`src/rtl/floating_point_accum_tlast_gen.sv`:
```
// AXI-stream packet framer: passes the operand stream straight through and marks
// the final beat of each packet with m_tlast, using table or fixed lengths.
module floating_point_accum_tlast_gen #(
    parameter int                         DATA_W    = 32,
    parameter int                         CNT_W     = 8,
    parameter int                         NUM_PKTS  = 2,
    parameter logic [NUM_PKTS*CNT_W-1:0]  LEN_TABLE = {8'd2, 8'd8}
) (
    input  logic              clk,
    input  logic              rst_n,
    input  logic              start,
    input  logic              abort,
    input  logic              mode,
    input  logic [CNT_W-1:0]  cfg_len,
    input  logic              loop_en,
    input  logic [DATA_W-1:0] s_tdata,
    input  logic              s_tvalid,
    output logic              s_tready,
    output logic [DATA_W-1:0] m_tdata,
    output logic              m_tvalid,
    input  logic              m_tready,
    output logic              m_tlast,
    output logic              busy,
    output logic              done,
    output logic              err_len0
);

    localparam int PKT_W = (NUM_PKTS > 1) ? $clog2(NUM_PKTS) : 1;
    localparam logic [PKT_W-1:0] LAST_PKT = PKT_W'(NUM_PKTS - 1);

    typedef enum logic {
        ST_IDLE = 1'b0,
        ST_RUN  = 1'b1
    } state_t;

    state_t             state_q, state_d;
    logic [PKT_W-1:0]   pkt_idx_q, pkt_idx_d;
    logic [CNT_W-1:0]   beat_cnt_q, beat_cnt_d;
    logic [CNT_W-1:0]   cur_len_q, cur_len_d;
    logic               mode_q, mode_d;
    logic [CNT_W-1:0]   cfg_len_q, cfg_len_d;
    logic               done_q, done_d;
    logic               err_q, err_d;

    logic               beat_acc;
    logic               is_last;
    logic [CNT_W-1:0]   raw_len;

    // Unmodified length for packet idx; a zero here is the error case.
    function automatic logic [CNT_W-1:0] len_of(input logic m, input logic [CNT_W-1:0] cfg,
                                                 input logic [PKT_W-1:0] idx);
        logic [CNT_W-1:0] r;
        r = '0;
        if (m) begin
            r = cfg;
        end else begin
            for (int i = 0; i < NUM_PKTS; i++) begin
                if (idx == i[PKT_W-1:0]) r = LEN_TABLE[i*CNT_W +: CNT_W];
            end
        end
        return r;
    endfunction

    always_ff @(posedge clk or negedge rst_n) begin
        if (!rst_n) begin
            state_q    <= ST_IDLE;
            pkt_idx_q  <= '0;
            beat_cnt_q <= '0;
            cur_len_q  <= '0;
            mode_q     <= 1'b0;
            cfg_len_q  <= '0;
            done_q     <= 1'b0;
            err_q      <= 1'b0;
        end else begin
            state_q    <= state_d;
            pkt_idx_q  <= pkt_idx_d;
            beat_cnt_q <= beat_cnt_d;
            cur_len_q  <= cur_len_d;
            mode_q     <= mode_d;
            cfg_len_q  <= cfg_len_d;
            done_q     <= done_d;
            err_q      <= err_d;
        end
    end

    assign is_last  = (beat_cnt_q == cur_len_q - CNT_W'(1));
    assign beat_acc = (state_q == ST_RUN) && s_tvalid && m_tready;

    always_comb begin
        state_d    = state_q;
        pkt_idx_d  = pkt_idx_q;
        beat_cnt_d = beat_cnt_q;
        cur_len_d  = cur_len_q;
        mode_d     = mode_q;
        cfg_len_d  = cfg_len_q;
        done_d     = 1'b0;
        err_d      = err_q;
        raw_len    = '0;
        case (state_q)
            ST_IDLE: begin
                if (start) begin
                    raw_len    = len_of(mode, cfg_len, '0);
                    mode_d     = mode;
                    cfg_len_d  = cfg_len;
                    pkt_idx_d  = '0;
                    beat_cnt_d = '0;
                    cur_len_d  = (raw_len == '0) ? CNT_W'(1) : raw_len;
                    err_d      = (raw_len == '0);
                    state_d    = ST_RUN;
                end
            end
            ST_RUN: begin
                // abort outranks everything, including a coincident last beat
                if (abort) begin
                    state_d    = ST_IDLE;
                    pkt_idx_d  = '0;
                    beat_cnt_d = '0;
                    cur_len_d  = '0;
                end else if (beat_acc) begin
                    if (is_last) begin
                        beat_cnt_d = '0;
                        if (pkt_idx_q != LAST_PKT) begin
                            raw_len   = len_of(mode_q, cfg_len_q, pkt_idx_q + PKT_W'(1));
                            pkt_idx_d = pkt_idx_q + PKT_W'(1);
                            cur_len_d = (raw_len == '0) ? CNT_W'(1) : raw_len;
                            err_d     = err_q | (raw_len == '0);
                        end else if (loop_en) begin
                            raw_len   = len_of(mode_q, cfg_len_q, '0);
                            pkt_idx_d = '0;
                            cur_len_d = (raw_len == '0) ? CNT_W'(1) : raw_len;
                            err_d     = err_q | (raw_len == '0);
                        end else begin
                            state_d   = ST_IDLE;
                            pkt_idx_d = '0;
                            done_d    = 1'b1;
                        end
                    end else begin
                        beat_cnt_d = beat_cnt_q + CNT_W'(1);
                    end
                end
            end
            default: state_d = ST_IDLE;
        endcase
    end

    // Handshake: zero-latency passthrough in RUN (m_tvalid=s_tvalid, s_tready=m_tready);
    // a beat moves when m_tvalid & m_tready; both sides are held off in IDLE.
    always_comb begin
        m_tdata  = s_tdata;
        m_tvalid = 1'b0;
        s_tready = 1'b0;
        m_tlast  = 1'b0;
        if (state_q == ST_RUN) begin
            m_tvalid = s_tvalid;
            s_tready = m_tready;
            m_tlast  = is_last;
        end
    end

    assign busy     = (state_q == ST_RUN);
    assign done     = done_q;
    assign err_len0 = err_q;

endmodule

```
`config.mk`:
```
export PLATFORM = sky130hd
export DESIGN_NAME = floating_point_accum_tlast_gen
export DESIGN_NICKNAME = d
export VERILOG_FILES = /design/src/rtl/floating_point_accum_tlast_gen.sv
export SDC_FILE = /design/constraint.sdc
export NUM_CORES = 1
export LEC_CHECK = 0
export CAP_MARGIN = 20
export CORE_UTILIZATION = 44
export DETAILED_ROUTE_END_ITERATION = 10
export PLACE_DENSITY = 0.91
export SYNTH_ARGS = -nofsm -noshare
export SYNTH_HDL_FRONTEND = slang
export SYNTH_SLANG_ARGS = --single-unit
```
`constraint.sdc`:
```
create_clock -name clk -period 3.9 [get_ports clk]
set_input_delay 1.17 -clock clk [delete_from_list [all_inputs] [get_ports clk]]
set_output_delay 1.17 -clock clk [all_outputs]
set_load 0.01 [all_outputs]
```
### Word-level counts from Yosys, hierarchy flattened

Cells that the tools add are included.

| storage, ports and cells | value |
|---|---|
| output and inout port bits | 38 |
| word-level logic and storage cells | 94 |
| flip-flop bits (word level) | 29 |
| input bits | 48 |

| cells by class | value |
|---|---|
| equal/unequal tests | 9 |
| multiplexer cells | 61 |
| bitwise gates (word level) | 3 |
| add/sub/neg operators | 3 |
| reductions and logical operators | 10 |

Operators by type and width:

| cell | number |
|---|---|
| $mux 8 | 29 |
| $pmux 8 s2 | 2 |
| $mux 1 | 26 |
| $logic_not 8->1 | 3 |
| $add 8x1->8 const B | 1 |
| $eq 8x8->1 | 1 |
| $sub 8x1->8 const B | 1 |
| $ne 3x2->1 const B | 2 |
| $pmux 1 s2 | 3 |
| $reduce_and 5->1 | 1 |
| $mux 4 | 1 |
| $ne 2x1->1 const B | 2 |
| $ne 2x2->1 const B | 2 |
| $ne 4x4->1 const B | 1 |
| $reduce_and 2->1 | 2 |
| $reduce_and 4->1 | 1 |
| $ne 3x3->1 const B | 1 |
| $reduce_and 3->1 | 1 |
| $logic_and 1x1->1 | 2 |
| $or 1x1->1 | 2 |
| $add 1x1->1 const B | 1 |
| $not 1->1 | 1 |

### Logic depth before layout (Yosys ltp)

Gate-level depths: netlist of run 1.

| logic depth | value |
|---|---|
| depth after elaboration | 15 |
| gate-level depth with buffers | 9 |
| depth with buffers taken out | 8 |

### Least setup slack after synthesis of run 1

OpenSTA, ideal clock, no wires.

| timing path | value |
|---|---|
| path type | register -> output |
| start | register cur_len_q[3] |
| end | output m_tlast |
| setup slack | 682 ps |
| stages on the path, launching flop included | 7 |
| data arrival time | 2048 ps |
| data required time | 2730 ps |
| cell sequence | dfrtp_1 > or4_4 > or4_4 > o211ai_2 > a31o_2 > buf_2 > and3_1 |

| on the way | value |
|---|---|
| longest elaborated chain between the ends | 3 |

Ends and longest elaborated chain:

| what | line | text |
|---|---|---|
| from (decl) | 39 | `logic [CNT_W-1:0] cur_len_q, cur_len_d;` |
| from (signal assigned) | 78 | `cur_len_q <= cur_len_d;` |
| $sub 8x1->8 | 86 | `assign is_last = (beat_cnt_q == cur_len_q - CNT_W'(1));` |
| $eq 8x8->1 | 86 |  |
| $mux 1 | 153 | `if (state_q == ST_RUN) begin` |
| to (decl) | 22 | `output logic m_tlast,` |

Every way passes these cells.

### Final worst setup path of run 1

Same ends and word-level chain as after synthesis.

==> impl_metrics.ini, run 1 <==
[global_routing]
grt_start_max_net_pins = 30
track_usage_pct = 20.5
antenna_found_initial = 0
grt_pass1_wl_mm = 8.27
grt_pass1_vias = 1785
grt-ovfl-total = 0

[power]
ir_drop_uv = 326
p_seq_share_pct = 39.4
swShare_pct = 37.3
p_comb_share_pct = 36.7
powerDensity_nw_per_um2 = 458
p_clk_share_pct = 24.0
p_sw_mw = 0.395
p_leak_nw = 0.891
internal_power_mw = 0.664

[clocking]
clkLatencyLatePin_ns = 0.29
cts_setup_buffers = 0
clock_sinks = 29
cts.clk_slew.worst_paths_ns = 0.06
clockBufferDepth = 2
cts_root_buffer = clkbuf_8
tritoncts = built
htree_levels = 2
numCtsBuffers = 5

[drt]
first_pass_iters = 4
antenna_left = 0
remaining_drc_errors = 0
wirelength_mm = 4.87
vias = 1838
wl_per_cell_um = 15.6
viasPerCell = 5.89
drt_iter0_drc = 64

[logic_synthesis]
yosysMostFrequentCell = buf_4
yosysTopAreaCellShare_pct = 32.8
yosysUniqueCellTypes = 47
yosysTopAreaCell = dfrtp_1
synth-simple-area-share_pct = 22.4
synthFlopType = dfrtp_1
syn_nets = 311
syn_area_um2 = 2210
synth_common_cells = buf_4, dfrtp_1, nand3_1
synth-xor-area-share_pct = 6.34
synthArstFlopShare_pct = 100
ys_seq_area_share_pct = 32.8
synth-edff-count = 0
synth_cells = 261
syn_avg_cell_area_um2 = 8.47
synthAdderAreaFrac_pct = 1.13
synth.area.mux_share_pct = 4.53
synth_top_family_by_area = simple AND/OR/NAND/NOR gates
synth-compound-area-share_pct = 17.8
yosys_warnings = 0
yosys-top-cells-area = dfrtp_1, buf_4, nand3_1
ys_ff_latch = 29

[sta]
setup-tns-final_ns = 0
finalClockSkew_ns = 0.00483
rsz0062_at_grt = false
slew_headroom_pct = 50.9
worstMarginPinSlew_ns = 0.736
hold_slack_ns = 0.520
finalHoldViolCount = 0
final-max-slew-violation-count = 0
finalSetupViolCount = 0
fin_crit_sh_pct = 93.5
min_period_ns = 3.65
setup_slack_ns = 0.252
fmax_mhz = 274

[setup_path]
arrival_ns = 2.48
critPathBufInv = 1
critPathMaxStageDelay_ns = 0.57
critPathCapture = m_tlast
path_cells = or4_4, or4_4, o211ai_2, a31o_2, and3_1, dlygate4sd2_1
crit_type = reg -> out
slowest_stage = or4_4
reg2reg_from = cur_len_q[0]
crit_fanout = 5
crit_path_end_kind = output pin
start_kind = flop
r2r_cells = 8
r2r-end = beat_cnt_q[7]
cp_common_cell = or4_4
crit_start = cur_len_q[3]
cp.depth = 6
critPathRequiredTime_ns = 2.73
ff2ff_setup_slack_ns = 1.31
path_delay_family = simple AND/OR/NAND/NOR gates

[outcome]
status = completed

[floorplanning]
rows = 25
ioPinCount = 86
core_area_um2 = 4790
dieArea_um2 = 5310
start_util_pct = 46.2
die-width_um = 72.9
die_h_um = 72.9

[final_layout]
drive_gt1_share_pct = 11.4
antenna_cells = 0
syn2layout_area_growth_pct = 4.76
final_util_pct = 48.4
fill_cells = 448
finalNetCount = 295

[worst_hold_path]
hp-class = reg -> reg

[placement]
place_congestion = 0.832
dp_hpwl_mm = 3.50
dpl_worst_slack_ns = 0.293
numPortBuffers = 21

[job]
maxCapViolations = 0
==> power by group through the flow <==
stage                     Clock (mW)  Sequential [mW]  Combinational, mW
after floorplan                    0            0.396              0.344
after global placement             0            0.416              0.371
after detailed placement           0            0.420              0.383
after CTS                      0.259            0.415              0.388
after global routing           0.270            0.426              0.427
final                          0.254            0.417              0.389
==> cell families (layout without fill, tap and decap cells) <==
kind of cell    after synthesis  after routing
compound gates               59             59
mux                           9              9
flops                        29             29
simple gates                 93             93
fa+ha+maj                     2              2
xor+xnor                     16             16
buf+inv                      53             37
==> worst min path at each step <==
stage,slack (ns),startpoint,end,depth (start not counted)
after floorplan,0.47,cfg_len_q[3],cfg_len_q[3],2
after global placement,0.51,cfg_len_q[3],cfg_len_q[3],2
after detailed placement,0.51,cfg_len_q[3],cfg_len_q[3],2
after CTS,0.52,cfg_len_q[3],cfg_len_q[3],2
after global routing,0.56,cfg_len_q[2],cfg_len_q[2],1
final,0.52,cfg_len_q[3],cfg_len_q[3],2
==> worst reg2reg max path, cell delays in order (launching register included) <==
cell and delay (ns):
dfrtp_1 0.45, inv_1 0.07, ha_1 0.25, xor2_1 0.17, xnor2_1 0.16, a32oi_1 0.09, or4_1 0.74, o21ai_2 0.40
a21oi_1 0.13
==> stage by stage <==
stage,power [mW],std cells,cell area [um^2]
4_1_cts,1.06,312,2310
3_5_place_dp,0.804,305,2230
3_3_place_gp,0.787,305,2230
2_1_floorplan,0.740,261,2210
5_1_grt,1.12,312,2310
6_report,1.06,312,2310
==> routing by layer <==
layer	wire [um]	vias up	track usage, %	share of wire (%)
met3	366	30	5.66	7.5
met1	1960	856	24.1	40
met5	0	-	0	0
li1	-	874	-	-
met4	192	0	13.5	3.9
met2	2350	78	32.7	48
==> layout by cell type, fill, tap and decap left out, drive strengths merged, types with 2 or more instances in the layout <==
master and count:
dfrtp 29, nand3 20, clkdlybuf4s50 20, nand2 19
o21ai 17, nor3 14, a21oi 13, xnor2 10
o211ai 10, nor2 9, mux2 8, clkbuf 7
xor2 6, buf 6, a32oi 5, nor2b 5
nand2b 4, nand4 4, o31a 4, nor4 4
inv 3, and2 3, and3 3, or4 3
o22ai 2, ha 2, a31oi 2
==> flip-flops by register name (all words and copies together) (netlist names) <==
register and count:
err_len0 1, done 1, mode_q 1, cfg_len_q 8, beat_cnt_q 8, pkt_idx_q 1
cur_len_q 8, busy 1
==> timing repair <==
action                                  4_1_cts  5_1_grt
hold endpoints to repair                      0        0
endpoints found under the setup margin        1        0
gates resized for setup                       1        0
hold buffers                                  0        0
==> area by class of cell <==
type / count / area [um^2] / area share, %
clock buffers: 7 / 86.3 / 3.73
inverters: 3 / 11.3 / 0.486
flip-flops and latches: 29 / 726 / 31.4
multi-input cells: 179 / 1150 / 49.8
well taps: 67 / 83.8 / 3.62
repair buffers: 27 / 254 / 11.0
No activity file was read; power rests on OpenSTA's default activity.
==> inputs of run 2 (changes only) <==
--- a/config.mk
+++ b/config.mk
@@ -9,6 +9,7 @@
 export CORE_UTILIZATION = 44
 export DETAILED_ROUTE_END_ITERATION = 10
 export PLACE_DENSITY = 0.91
+export SKIP_LAST_GASP = 1
 export SYNTH_ARGS = -nofsm -noshare
 export SYNTH_HDL_FRONTEND = slang
 export SYNTH_SLANG_ARGS = --single-unit
==> results of run 2 <==
The final DEF is identical to that of run 1; final timing and power are the same.
